--- src/rtl/adma_chn_wrr_sched.sv ---
// Weighted-round-robin / fixed-priority channel scheduler for the multi-channel AXI DMA.
// Issues one registered burst grant at a time on a valid/ready handshake.
module adma_chn_wrr_sched #(
    parameter int  CHN_NUM  = 4,
    parameter int  ARB_W    = 3,
    localparam int CHN_ID_W = $clog2(CHN_NUM)
) (
    input  logic                     aclk,
    input  logic                     aresetn,
    input  logic [CHN_NUM-1:0]       chn_req_i,
    input  logic [CHN_NUM*ARB_W-1:0] chn_wgt_i,
    input  logic                     arb_mode_i,
    output logic                     gnt_valid_o,
    input  logic                     gnt_ready_i,
    output logic [CHN_ID_W-1:0]      gnt_id_o,
    output logic [CHN_NUM-1:0]       gnt_onehot_o
);

    typedef enum logic {IDLE, ISSUE} state_t;

    state_t              state_q, state_d;
    logic                valid_q, valid_d;
    logic [CHN_ID_W-1:0] id_q, id_d;
    logic [CHN_NUM-1:0]  onehot_q, onehot_d;
    logic [CHN_ID_W-1:0] rr_ptr_q, rr_ptr_d;
    logic [CHN_ID_W-1:0] cur_q, cur_d;
    logic [ARB_W-1:0]    credit_q, credit_d;
    logic                mode_q, mode_d;

    logic [ARB_W-1:0]    wgt [CHN_NUM];
    logic [CHN_NUM-1:0]  elig;
    logic [CHN_ID_W-1:0] fp_win;
    logic [CHN_ID_W-1:0] rr_win;
    logic [CHN_ID_W-1:0] scan_ptr;
    logic [CHN_ID_W-1:0] win;
    logic                keep_cur;
    logic                early_rel;
    logic                rr_found;
    int                  k;

    function automatic logic [CHN_ID_W-1:0] inc_id(input logic [CHN_ID_W-1:0] id);
        if (id == CHN_ID_W'(CHN_NUM - 1))
            return '0;
        return id + 1'b1;
    endfunction

    always_comb begin
        for (int n = 0; n < CHN_NUM; n++) begin
            wgt[n]  = chn_wgt_i[n*ARB_W +: ARB_W];
            elig[n] = chn_req_i[n] && (wgt[n] != '0);
        end
    end

    always_comb begin
        fp_win = '0;
        for (int i = CHN_NUM - 1; i >= 0; i--) begin
            if (elig[i])
                fp_win = CHN_ID_W'(i);
        end
    end

    // A channel that lost eligibility forfeits its leftover credit.
    assign keep_cur  = elig[cur_q] && (credit_q != '0);
    assign early_rel = !elig[cur_q] && (credit_q != '0);
    assign scan_ptr  = early_rel ? inc_id(cur_q) : rr_ptr_q;

    always_comb begin
        rr_win   = '0;
        rr_found = 1'b0;
        k        = 0;
        for (int i = 0; i < CHN_NUM; i++) begin
            k = int'(scan_ptr) + i;
            if (k >= CHN_NUM)
                k = k - CHN_NUM;
            if (!rr_found && elig[k]) begin
                rr_found = 1'b1;
                rr_win   = CHN_ID_W'(k);
            end
        end
    end

    always_comb begin
        state_d  = state_q;
        valid_d  = valid_q;
        id_d     = id_q;
        onehot_d = onehot_q;
        rr_ptr_d = rr_ptr_q;
        cur_d    = cur_q;
        credit_d = credit_q;
        mode_d   = mode_q;
        win      = '0;
        unique case (state_q)
            IDLE: begin
                if (!arb_mode_i && early_rel) begin
                    credit_d = '0;
                    rr_ptr_d = scan_ptr;
                end
                if (|elig) begin
                    if (arb_mode_i) begin
                        win = fp_win;
                    end else if (keep_cur) begin
                        win = cur_q;
                    end else begin
                        win      = rr_win;
                        cur_d    = rr_win;
                        credit_d = wgt[rr_win];
                    end
                    state_d  = ISSUE;
                    valid_d  = 1'b1;
                    mode_d   = arb_mode_i;
                    id_d     = win;
                    onehot_d = CHN_NUM'(1) << win;
                end
            end
            ISSUE: begin
                if (gnt_ready_i) begin
                    state_d  = IDLE;
                    valid_d  = 1'b0;
                    onehot_d = '0;
                    if (!mode_q) begin
                        if (credit_q != '0)
                            credit_d = credit_q - 1'b1;
                        if (credit_q <= ARB_W'(1))
                            rr_ptr_d = inc_id(cur_q);
                    end
                end
            end
            default: state_d = IDLE;
        endcase
    end

    always_ff @(posedge aclk or negedge aresetn) begin
        if (!aresetn) begin
            state_q  <= IDLE;
            valid_q  <= 1'b0;
            id_q     <= '0;
            onehot_q <= '0;
            rr_ptr_q <= '0;
            cur_q    <= '0;
            credit_q <= '0;
            mode_q   <= 1'b0;
        end else begin
            state_q  <= state_d;
            valid_q  <= valid_d;
            id_q     <= id_d;
            onehot_q <= onehot_d;
            rr_ptr_q <= rr_ptr_d;
            cur_q    <= cur_d;
            credit_q <= credit_d;
            mode_q   <= mode_d;
        end
    end

    assign gnt_valid_o  = valid_q;
    assign gnt_id_o     = id_q;
    assign gnt_onehot_o = onehot_q;

endmodule

--- config.mk ---
export PLATFORM = sky130hd
export DESIGN_NAME = adma_chn_wrr_sched
export DESIGN_NICKNAME = d
export VERILOG_FILES = /design/src/rtl/adma_chn_wrr_sched.sv
export SDC_FILE = /design/constraint.sdc
export NUM_CORES = 1
export LEC_CHECK = 0
export CORE_MARGIN = 2
export CORE_UTILIZATION = 55
export CTS_BUF_LIST = sky130_fd_sc_hd__clkbuf_8
export DETAILED_ROUTE_END_ITERATION = 10
export GPL_ROUTABILITY_DRIVEN = 1
export HOLD_SLACK_MARGIN = 0.02
export PLACE_DENSITY = 0.84
export SLEW_MARGIN = 15
export SYNTH_ARGS = -nofsm -noshare
export SYNTH_HDL_FRONTEND = slang
export SYNTH_SLANG_ARGS = --single-unit
--- constraint.sdc ---
create_clock -name aclk -period 6.9 [get_ports aclk]
set_input_delay 1.035 -clock aclk [delete_from_list [all_inputs] [get_ports aclk]]
set_output_delay 1.035 -clock aclk [all_outputs]
set_load 0.02 [all_outputs]
==> results.txt <==
- Floorplan die area: 0.00303 mm^2
- Leakage dissipation: 0.696 nW
* Clock transition at the registers of the reported paths: 0.06 ns
- For this run, the post-layout net count is 215.
- After synthesis, the mean cell area works out to 8.69 um^2.
- Diodes inserted: 0
- Vias in the first global route: 1518
* Core footprint: 0.00248 mm^2
* Final Routed Wirelength: 4320 um
* CP max stage cell: sky130_fd_sc_hd__mux4_2
* First-pass DRT Iterations: 4
- Maximum resistive drop on vdd: 258 uV
* Final hold violations: 0
- Wire length of the first global-routing pass: 6770 um
- The most used flip-flop cell after synthesis is sky130_fd_sc_hd__dfrtp_1.
- For this run, asynchronously set or reset flops after synthesis account for 100%.
* Routed length on met3: 437 um
- Run status: completed
* Initial antenna violation count: 0
* Remaining Overflow, GRT: 0
- The initialized floorplan defines 18 standard-cell rows.
- Combined area of all synthesized cells: 0.00143 mm^2
- In this run the biggest area consumer among cell types represents 27.9% of the synthesized area.
- Once the floorplan was initialized, standard cells occupied 57.9% of the core.
* Dominant cell type by area after synthesis: sky130_fd_sc_hd__dfrtp_1
* Required time reported for the critical path endpoint: 7.04 ns
* Bufs and invs on worst path: 1
- Worst-path maximum fanout: 8
- The critical path is of the in2reg type.
- Die Span X: 55.1 um
* Period utilization: 55.3%
- WL per Instance: 19.7 um
- Growth of design area from synthesis to finish: 20.4%
- TNS Setup: 0 ns
- Entering global routing, the biggest net connects 17 pins.
- Number of enable flip-flop cells after synthesis: 0
- TritonCTS built the clock tree.
- Synth cell types: 54
* Met1 WL: 1660 um
- Nature of the critical path endpoint: flip-flop
- The worst hold path belongs to the class reg2reg.
- In this run the post-CTS setup repair buffer count came out at 0.
* Uppermost layer routed: met4
- ANT nets after route: 0
- Clock tree sinks: 16
- In the global route stage, overall resource usage came out at 32.1%.
- Max-cap violations: 0
* Wire length on met2: 2030 um
* Flops & latches, synth: 16
- Die height: 55.1 um
* CTS-repair resized insts: 0
* Worst slew slack as a fraction of its limit: 50.4%
* Largest delay contributor family on the critical path: compound AO/OA/AOI/OAI gates
- The root buffer cell chosen for the clock tree is sky130_fd_sc_hd__clkbuf_8.
- Sequential area share after synthesis: 27.9%
- I/O Pins: 27
- Power spread over the standard cell area amounts to 377 mW/mm^2.
- The worst setup path is launched from a primary input.
- Detailed placement ended at an HPWL of 3290 um.
- Once placement completed, the tool counted placed cells totaling 216.
* Post-route minimum period: 3.82 ns
- Clock Latency Late Sink: 0.26 ns
- Static timing analysis puts the maximum clock frequency at 0.262 GHz.
* Setup Viol. Count Final: 0
* Max Clock Skew: 0.000982 ns
* Fraction of final layout cells with drive strength greater than 1: 8.47%
- Post-Synthesis Net Count: 189
- The count of pins over their slew limit was 0.
* Final worst setup slack: 3.08 ns
- Summing internal, switching and leakage power gives 651 uW.
* Synthesized instance count: 165
- Signal arrival time at the worst endpoint: 3.96 ns
- Setup repair after global routing missed its margin: false
* Remaining DRCs: 0
* Maximum clock insertion buffer count: 2
- Vias: 1574
- In this run the tool buffered the top-level ports with 26 buffer cells.
- Worst-Margin Slew: 0.742 ns
* Maximum level of the CTS H-tree: 1
* Final Core Density: 69.7%
- Excluding fillers, the count of instances in the completed layout stands at 219.
* Slowest cell delay on critical path: 0.57 ns
* Final estimated routing congestion in global placement: 1.05
- Buffers inserted to repair hold after CTS numbered 0.
- Sorting the synthesized cells by area gives the leading types as sky130_fd_sc_hd__dfrtp_1, sky130_fd_sc_hd__a21oi_1, sky130_fd_sc_hd__o31ai_1.
- Cell-by-cell trace of the critical path: clkdlybuf4s50_1 -> o31a_1 -> mux4_2 -> o211ai_2 -> a31oi_2 -> nor3_4 -> mux2_1 -> a211o_1
* Warning count from the yosys run: 0
- After detailed routing, the number of vias per cell comes to 7.19.
- In this run, CTS created clock tree buffers numbering 3.
- Violation count after the first detailed-routing iteration: 108
* Worst setup slack after placement: 2.86 ns
-- Yosys cell counts (2+ instances only) --
cell and instances:
sky130_fd_sc_hd__ha_1 4, sky130_fd_sc_hd__o2111ai_1 3, sky130_fd_sc_hd__mux4_2 2, sky130_fd_sc_hd__o31a_1 4
sky130_fd_sc_hd__nor2b_1 4, sky130_fd_sc_hd__buf_6 3, sky130_fd_sc_hd__nand2_1 13, sky130_fd_sc_hd__dfrtp_1 16
sky130_fd_sc_hd__nor2_1 11, sky130_fd_sc_hd__nand3_1 7, sky130_fd_sc_hd__o31ai_1 8, sky130_fd_sc_hd__and3_1 2
sky130_fd_sc_hd__a211oi_1 2, sky130_fd_sc_hd__mux2i_1 3, sky130_fd_sc_hd__nand4_1 3, sky130_fd_sc_hd__mux2_2 2
sky130_fd_sc_hd__o21ai_1 2, sky130_fd_sc_hd__a21o_1 2, sky130_fd_sc_hd__a31oi_1 4, sky130_fd_sc_hd__nand2b_1 3
sky130_fd_sc_hd__o21a_1 3, sky130_fd_sc_hd__nor3_1 6, sky130_fd_sc_hd__a21oi_1 13, sky130_fd_sc_hd__inv_1 9
sky130_fd_sc_hd__o21ai_0 7
-- cell families after synthesis --
group,count (synthesis),synth area share (%)
muxes,8,7.59
DFF,16,27.9
AOI/OAI and AO/OA,68,35.6
buffers and inverters,14,5.58
adders and majority gates,4,3.49
and+or+nand+nor,55,19.8
-- cell usage in the layout, fill, tap and decap left out, types with 2 or more instances in the layout --
cell type | synthesis | final
sky130_fd_sc_hd__a211oi_1 | 2 | 2
sky130_fd_sc_hd__a21o_1 | 2 | 2
sky130_fd_sc_hd__a21oi_1 | 13 | 13
sky130_fd_sc_hd__a31oi_1 | 4 | 4
sky130_fd_sc_hd__and3_1 | 2 | 2
sky130_fd_sc_hd__clkbuf_8 | 0 | 3
sky130_fd_sc_hd__clkdlybuf4s50_1 | 0 | 26
sky130_fd_sc_hd__dfrtp_1 | 16 | 16
sky130_fd_sc_hd__ha_1 | 4 | 4
sky130_fd_sc_hd__inv_1 | 9 | 9
sky130_fd_sc_hd__mux2_2 | 2 | 2
sky130_fd_sc_hd__mux2i_1 | 3 | 3
sky130_fd_sc_hd__mux4_2 | 2 | 2
sky130_fd_sc_hd__nand2_1 | 13 | 13
sky130_fd_sc_hd__nand2b_1 | 3 | 3
sky130_fd_sc_hd__nand3_1 | 7 | 7
sky130_fd_sc_hd__nand4_1 | 3 | 3
sky130_fd_sc_hd__nor2_1 | 11 | 11
sky130_fd_sc_hd__nor2b_1 | 4 | 4
sky130_fd_sc_hd__nor3_1 | 6 | 6
sky130_fd_sc_hd__o2111ai_1 | 3 | 3
sky130_fd_sc_hd__o21a_1 | 3 | 3
sky130_fd_sc_hd__o21ai_0 | 7 | 7
sky130_fd_sc_hd__o21ai_1 | 2 | 2
sky130_fd_sc_hd__o31a_1 | 4 | 4
sky130_fd_sc_hd__o31ai_1 | 8 | 8
-- state kept, by name, summed over array words and instances, names as in the netlist --
signal / flops
cur_q: 2
credit_q: 3
rr_ptr_q: 2
mode_q: 1
gnt_id_o: 2
gnt_valid_o: 1
gnt_onehot_o: 4
state_q: 1
-- worst register-to-register path, delay by kind of cell, from the launching register on --
| kind | cells | cell delay (ns) |
|---|---|---|
| multiplexers | 1 | 0.36 |
| adder cells (fa/ha/maj) | 1 | 0.41 |
| AND/OR/NAND/NOR | 2 | 0.55 |
| buffers and inverters | 1 | 0.13 |
| AO/OA/AOI/OAI | 2 | 0.68 |
| flip-flops | 1 | 0.51 |
-- per-layer routing --
layer,GRT usage [%],up-vias
li1,-,702
met5,0,-
met1,36.6,738
met3,7.80,25
met4,20.3,0
met2,53.8,109
-- cell type report --
type / count / area, um^2
well taps: 30 / 37.5
flip-flops and latches: 16 / 400
repair buffers: 26 / 260
clock buffers: 3 / 41.3
fillers: 212 / 751
multi-input cells: 135 / 953
inverters: 9 / 33.8
-- where the power goes --
| group | internal (mW) | switching [mW] |
|---|---|---|
| sequential | 0.129 | 0.0472 |
| combinational | 0.170 | 0.232 |
| clock | 0.0389 | 0.0345 |
| total | 0.337 | 0.314 |
-- worst paths after layout --
path                            depth (start not counted)         start               to  slack, ns
worst max-delay path                                    8  chn_wgt_i[6]      credit_q[1]       3.08
worst min-delay path                                    2   gnt_id_o[0]      gnt_id_o[0]       0.50
worst max register to register                          7      cur_q[1]  gnt_onehot_o[3]       4.15
worst min register to register                          2   gnt_id_o[0]      gnt_id_o[0]       0.50
max in group asynchronous                               1       aresetn      credit_q[0]       5.22
min in group asynchronous                               1       aresetn      rr_ptr_q[0]       1.21
-- stage by stage --
stage	hold slack (ns)	cell area [um^2]
2_1_floorplan	0.473	1430
3_3_place_gp	0.478	1690
3_5_place_dp	0.475	1690
4_1_cts	0.494	1730
5_1_grt	0.519	1730
6_report	0.495	1730
Note: power is estimated with default switching activity, not from simulation.
==> patch 1 (same settings) <==
The parameter `CHN_NUM` goes from 4 to 2.
--- a/src/rtl/adma_chn_wrr_sched.sv
+++ b/src/rtl/adma_chn_wrr_sched.sv
@@ -1,7 +1,7 @@
 // Weighted-round-robin / fixed-priority channel scheduler for the multi-channel AXI DMA.
 // Issues one registered burst grant at a time on a valid/ready handshake.
 module adma_chn_wrr_sched #(
-    parameter int  CHN_NUM  = 4,
+    parameter int  CHN_NUM  = 2,
     parameter int  ARB_W    = 3,
     localparam int CHN_ID_W = $clog2(CHN_NUM)
 ) (
Ports: changed (resized chn_req_i, chn_wgt_i, gnt_id_o and gnt_onehot_o); port bits go from 27 to 16. No check against the original RTL was run, so the function may have changed too.
==> patch 1 against the original RTL <==
Total power decreased by 49%. Critical path type unchanged. Sequential cell count decreased by 5. Setup slack improved by 1.3 ns. Largest power group unchanged. Combinational power decreased by 63%. Highest routed layer unchanged. Wire length decreased by 61%. Cell area decreased by 45%. Sequential share of layout area increased by 5.8 points. Area after synthesis decreased by 48%. Clock skew increased by 0.0017 ns. Fmax increased by 51%. First-iteration DRC count decreased by 91%.
==> patch 1: results <==
group,metric,value,unit
place,post_dp_cell_area,903,um2
pwr,leakagePower,0.414,nW
global_route,grtUsageMet1,29.3,%
synthesis,synth_xor_xnor_area_share,1.17,%
cells_and_area,drive_gt1_share,13.5,%
synthesis,synth_compound_area_share,26.4,%
cells_and_area,nFillCells,102,
detailed_routing,dr_wl_met3,76,um
sta,finalCriticalPeriod,2.52,ns
critical_path,worstReg2RegStart,"credit_q[0]",
synthesis,ys_types,36,
sta,holdWs,0.496,ns
synthesis,muxShareOfSynthArea,15.2,%
critical_path,reg2regPathDepth,6,
hold_path,hp-start,"gnt_valid_o",
detailed_routing,drtPass1Iterations,3,
synthesis,synth-adder-area-share,5.01,%
place,port_buffers,15,
sta,relSlewSlack,65.3,%
global_route,grt_pass1_vias,554,
hold_path,hold_end,"gnt_valid_o",
critical_path,cp-startpoint,"chn_wgt_i[0]",
synthesis,synth_area_leaders,"dfrtp_1, mux2i_1, ha_1",
global_route,grt_pass1_wl,2.45,mm
cells_and_area,fin_nets,105,
synthesis,syn_nets,87,
synthesis,synth_common_cells,"dfrtp_1, mux2i_1, inv_1, nor2_1",
critical_path,endpoint,"rr_ptr_q",
detailed_routing,vias,646,
critical_path,max_stage_delay,0.47,ns
clocking,path_clk_slew,0.05,ns
cells_and_area,design_area,950,um2
synthesis,seq_area_frac_synth,36.7,%
place,post-place-ws,4.14,ns
critical_path,r2r_slack,4.94,ns
detailed_routing,routedWlPerCell,16.1,um
clocking,insertion_delay,0.24,ns
status,status,"complete, no violations",
detailed_routing,top_layer,"met4",
critical_path,critPathArrivalTime,2.69,ns
pwr,peakVddDrop,0.215,mV
place,dp.cells,100,
critical_path,crit_family,"compound AO/OA/AOI/OAI gates",
global_route,met3_usage,4.89,%
critical_path,cp_max_fo,6,
critical_path,worstReg2RegEnd,"gnt_onehot_o[1]",
global_route,grtUsageMet2,36.3,%
critical_path,slowest_stage,"o31ai_2",
detailed_routing,dr_wl_met2,792,um
detailed_routing,wl_met1,737,um
global_route,grt_max_degree,13,
hold_path,holdPathStages,1,
cells_and_area,largest_register_ffs,3,
## patch 1: cell types whose count changed after synthesis, sizes merged, moves of 5 or more
cell,unedited run,this run
o31ai,9,3
o21ai,9,3
a31oi,5,0
inv,9,4
mux2i,3,8
nor2,11,4
dfrtp,16,11
a21oi,13,2
nand2,13,3
## patch 1: area by class of cell
type,instances,area share (%)
Clock inverter,1,0.527
Multi-Input combinational cell,55,46.8
Tap cell,15,1.98
Inverter,4,1.58
Clock buffer,3,4.35
Sequential cell,11,29.0
Timing Repair Buffer,15,15.8
## patch 1: report_power, final
part | switching (mW) | leakage [nW] | internal, mW | total (mW)
sequential | 0.0264 | 0.131 | 0.0895 | 0.116
combinational | 0.0754 | 0.257 | 0.0736 | 0.149
clock | 0.0265 | 0.0255 | 0.0398 | 0.0663
==> patch 2 (same flow settings) <==
Made on the original files. Register the input `arb_mode_i` before use, with the module's reset. The logic sees it one clock later. The other inputs are not delayed to match.
--- a/src/rtl/adma_chn_wrr_sched.sv
+++ b/src/rtl/adma_chn_wrr_sched.sv
@@ -17,6 +17,16 @@
 );
 
     typedef enum logic {IDLE, ISSUE} state_t;
+
+    logic arb_mode_q;
+
+    always_ff @(posedge aclk or negedge aresetn) begin
+        if (!aresetn) begin
+            arb_mode_q <= '0;
+        end else begin
+            arb_mode_q <= arb_mode_i;
+        end
+    end
 
     state_t              state_q, state_d;
     logic                valid_q, valid_d;
@@ -91,12 +101,12 @@
         win      = '0;
         unique case (state_q)
             IDLE: begin
-                if (!arb_mode_i && early_rel) begin
+                if (!arb_mode_q && early_rel) begin
                     credit_d = '0;
                     rr_ptr_d = scan_ptr;
                 end
                 if (|elig) begin
-                    if (arb_mode_i) begin
+                    if (arb_mode_q) begin
                         win = fp_win;
                     end else if (keep_cur) begin
                         win = cur_q;
@@ -107,7 +117,7 @@
                     end
                     state_d  = ISSUE;
                     valid_d  = 1'b1;
-                    mode_d   = arb_mode_i;
+                    mode_d   = arb_mode_q;
                     id_d     = win;
                     onehot_d = CHN_NUM'(1) << win;
                 end
Formal check against the unedited RTL: not equivalent (a bounded check fails within 4 cycles, from zero or initial values and one cycle with aresetn low).
==> patch 2 against the original RTL <==
Sequential cell count grew 1. Total power grew 5.6%. Setup slack lost 0.048 ns. Critical path depth is the same. Wire length shrank 10%. Critical path type unchanged. Area after synthesis shrank 2.8%. Sequential share of layout area grew 1.5 points. First-iteration DRC count shrank 41%. Register-to-register slack lost 0.45 ns. Hold slack lost 0.012 ns. Fmax shrank 1.3%. Cell area shrank 0.22%.
==> patch 2: results <==
group,metric,value,unit
status,status,"complete, no violations",
critical_path,critPathArrivalTime,4.01,ns
synthesis,synth_xor_xnor_area_share,0.628,%
place,dp_hpwl,2.88,mm
detailed_routing,routedWlPerCell,17.7,um
global_route,grt_pass1_wl,6.06,mm
pwr,leakagePower,0.693,nW
pwr,peakVddDrop,0.292,mV
critical_path,r2r_slack,3.70,ns
global_route,grt_max_degree,18,
detailed_routing,viasPerCell,6.56,
synthesis,ys_types,46,
place,gp_congestion,0.894,
synthesis,synth_area_leaders,"dfrtp_1, nand2_1, o21ai_0",
critical_path,cp-startpoint,"chn_wgt_i[10]",
synthesis,synth_compound_area_share,30.1,%
critical_path,reg2regPathDepth,8,
pwr,p_sw,0.319,mW
sta,finalClockSkew,0.00426,ns
synthesis,synth_common_cells,"nand2_1, dfrtp_1, o21ai_0",
detailed_routing,drt_iter0_markers,64,
synthesis,muxShareOfSynthArea,8.35,%
synthesis,synth-adder-area-share,2.69,%
synthesis,syn_nets,186,
cells_and_area,fin_nets,213,
global_route,gr-usage-all-layers,29.3,%
synthesis,seq_area_frac_synth,30.5,%
detailed_routing,drtPass1Iterations,5,
## patch 2: cell types whose count changed after synthesis, sizes merged, moves of 4 or more
| cell | unedited run | this run |
|---|---|---|
| clkbuf | 0 | 4 |
| o21ai | 9 | 15 |
| buf | 5 | 0 |
| a31oi | 5 | 1 |
| o22ai | 0 | 8 |
| nand3 | 7 | 3 |
| nand2 | 13 | 20 |
## patch 2: layer usage
layer,wire length (um),GRT usage [%],up-vias
li1,-,-,668
met1,1660,37.7,694
met2,1930,47.0,58
met3,186,5.19,16
met4,99,15.0,0
met5,0,0,-
## patch 2: layout make-up
cell class	instances	area, um2
fillers	182	709
inverters	9	33.8
clock inverters	1	5.00
well taps	30	37.5
clock buffers	3	41.3
multi-input cells	133	920
repair buffers	26	260
flip-flops and latches	17	425
## patch 2: through the flow
step / setup WS (ns) / cells / power, mW / utilization, %
after floorplan: 3.51 / 163 / 0.484 / -
after global placement: 2.86 / 215 / 0.581 / 68.9
after detailed placement: 2.78 / 215 / 0.598 / 68.9
after CTS: 3.05 / 219 / 0.680 / 70.8
after global routing: 2.86 / 219 / 0.733 / 70.8
final: 3.04 / 219 / 0.687 / 70.8
## patch 2: critical path, stage by stage
cell             delay, ns
clkdlybuf4s50_1       0.47
nor3_2                0.22
o22ai_2               0.19
o311ai_0              0.47
a21oi_2               0.13
a2111oi_4             0.55
mux4_2                0.58
a221o_1               0.35
## patch 2: worst min-delay path by stage
| stage | endpoint | start | slack [ns] | depth (start not counted) |
|---|---|---|---|---|
| after floorplan | mode_q | mode_q | 0.45 | 2 |
| final | gnt_id_o[1] | gnt_id_o[1] | 0.48 | 1 |
| after detailed placement | gnt_id_o[1] | gnt_id_o[1] | 0.47 | 1 |
| after CTS | gnt_id_o[1] | gnt_id_o[1] | 0.49 | 1 |
| after global placement | gnt_id_o[1] | gnt_id_o[1] | 0.46 | 1 |
| after global routing | gnt_id_o[1] | gnt_id_o[1] | 0.50 | 1 |
## patch 2: cells by family (layout without fill, tap and decap cells)
family	count (synthesis)	after routing
AO/OA/AOI/OAI	57	57
XOR/XNOR	1	1
adder cells (fa/ha/maj)	3	3
buffers and inverters	13	39
flip-flops	17	17
multiplexers	10	10
AND/OR/NAND/NOR	62	62
## patch 2: power groups by stage
stage               Clock, mW  Combinational [mW]  Sequential [mW]
finish                 0.0760               0.435            0.177
global route           0.0813               0.471            0.181
CTS                    0.0783               0.426            0.175
detailed placement          0               0.421            0.177
global placement            0               0.406            0.174
floorplan                   0               0.307            0.178
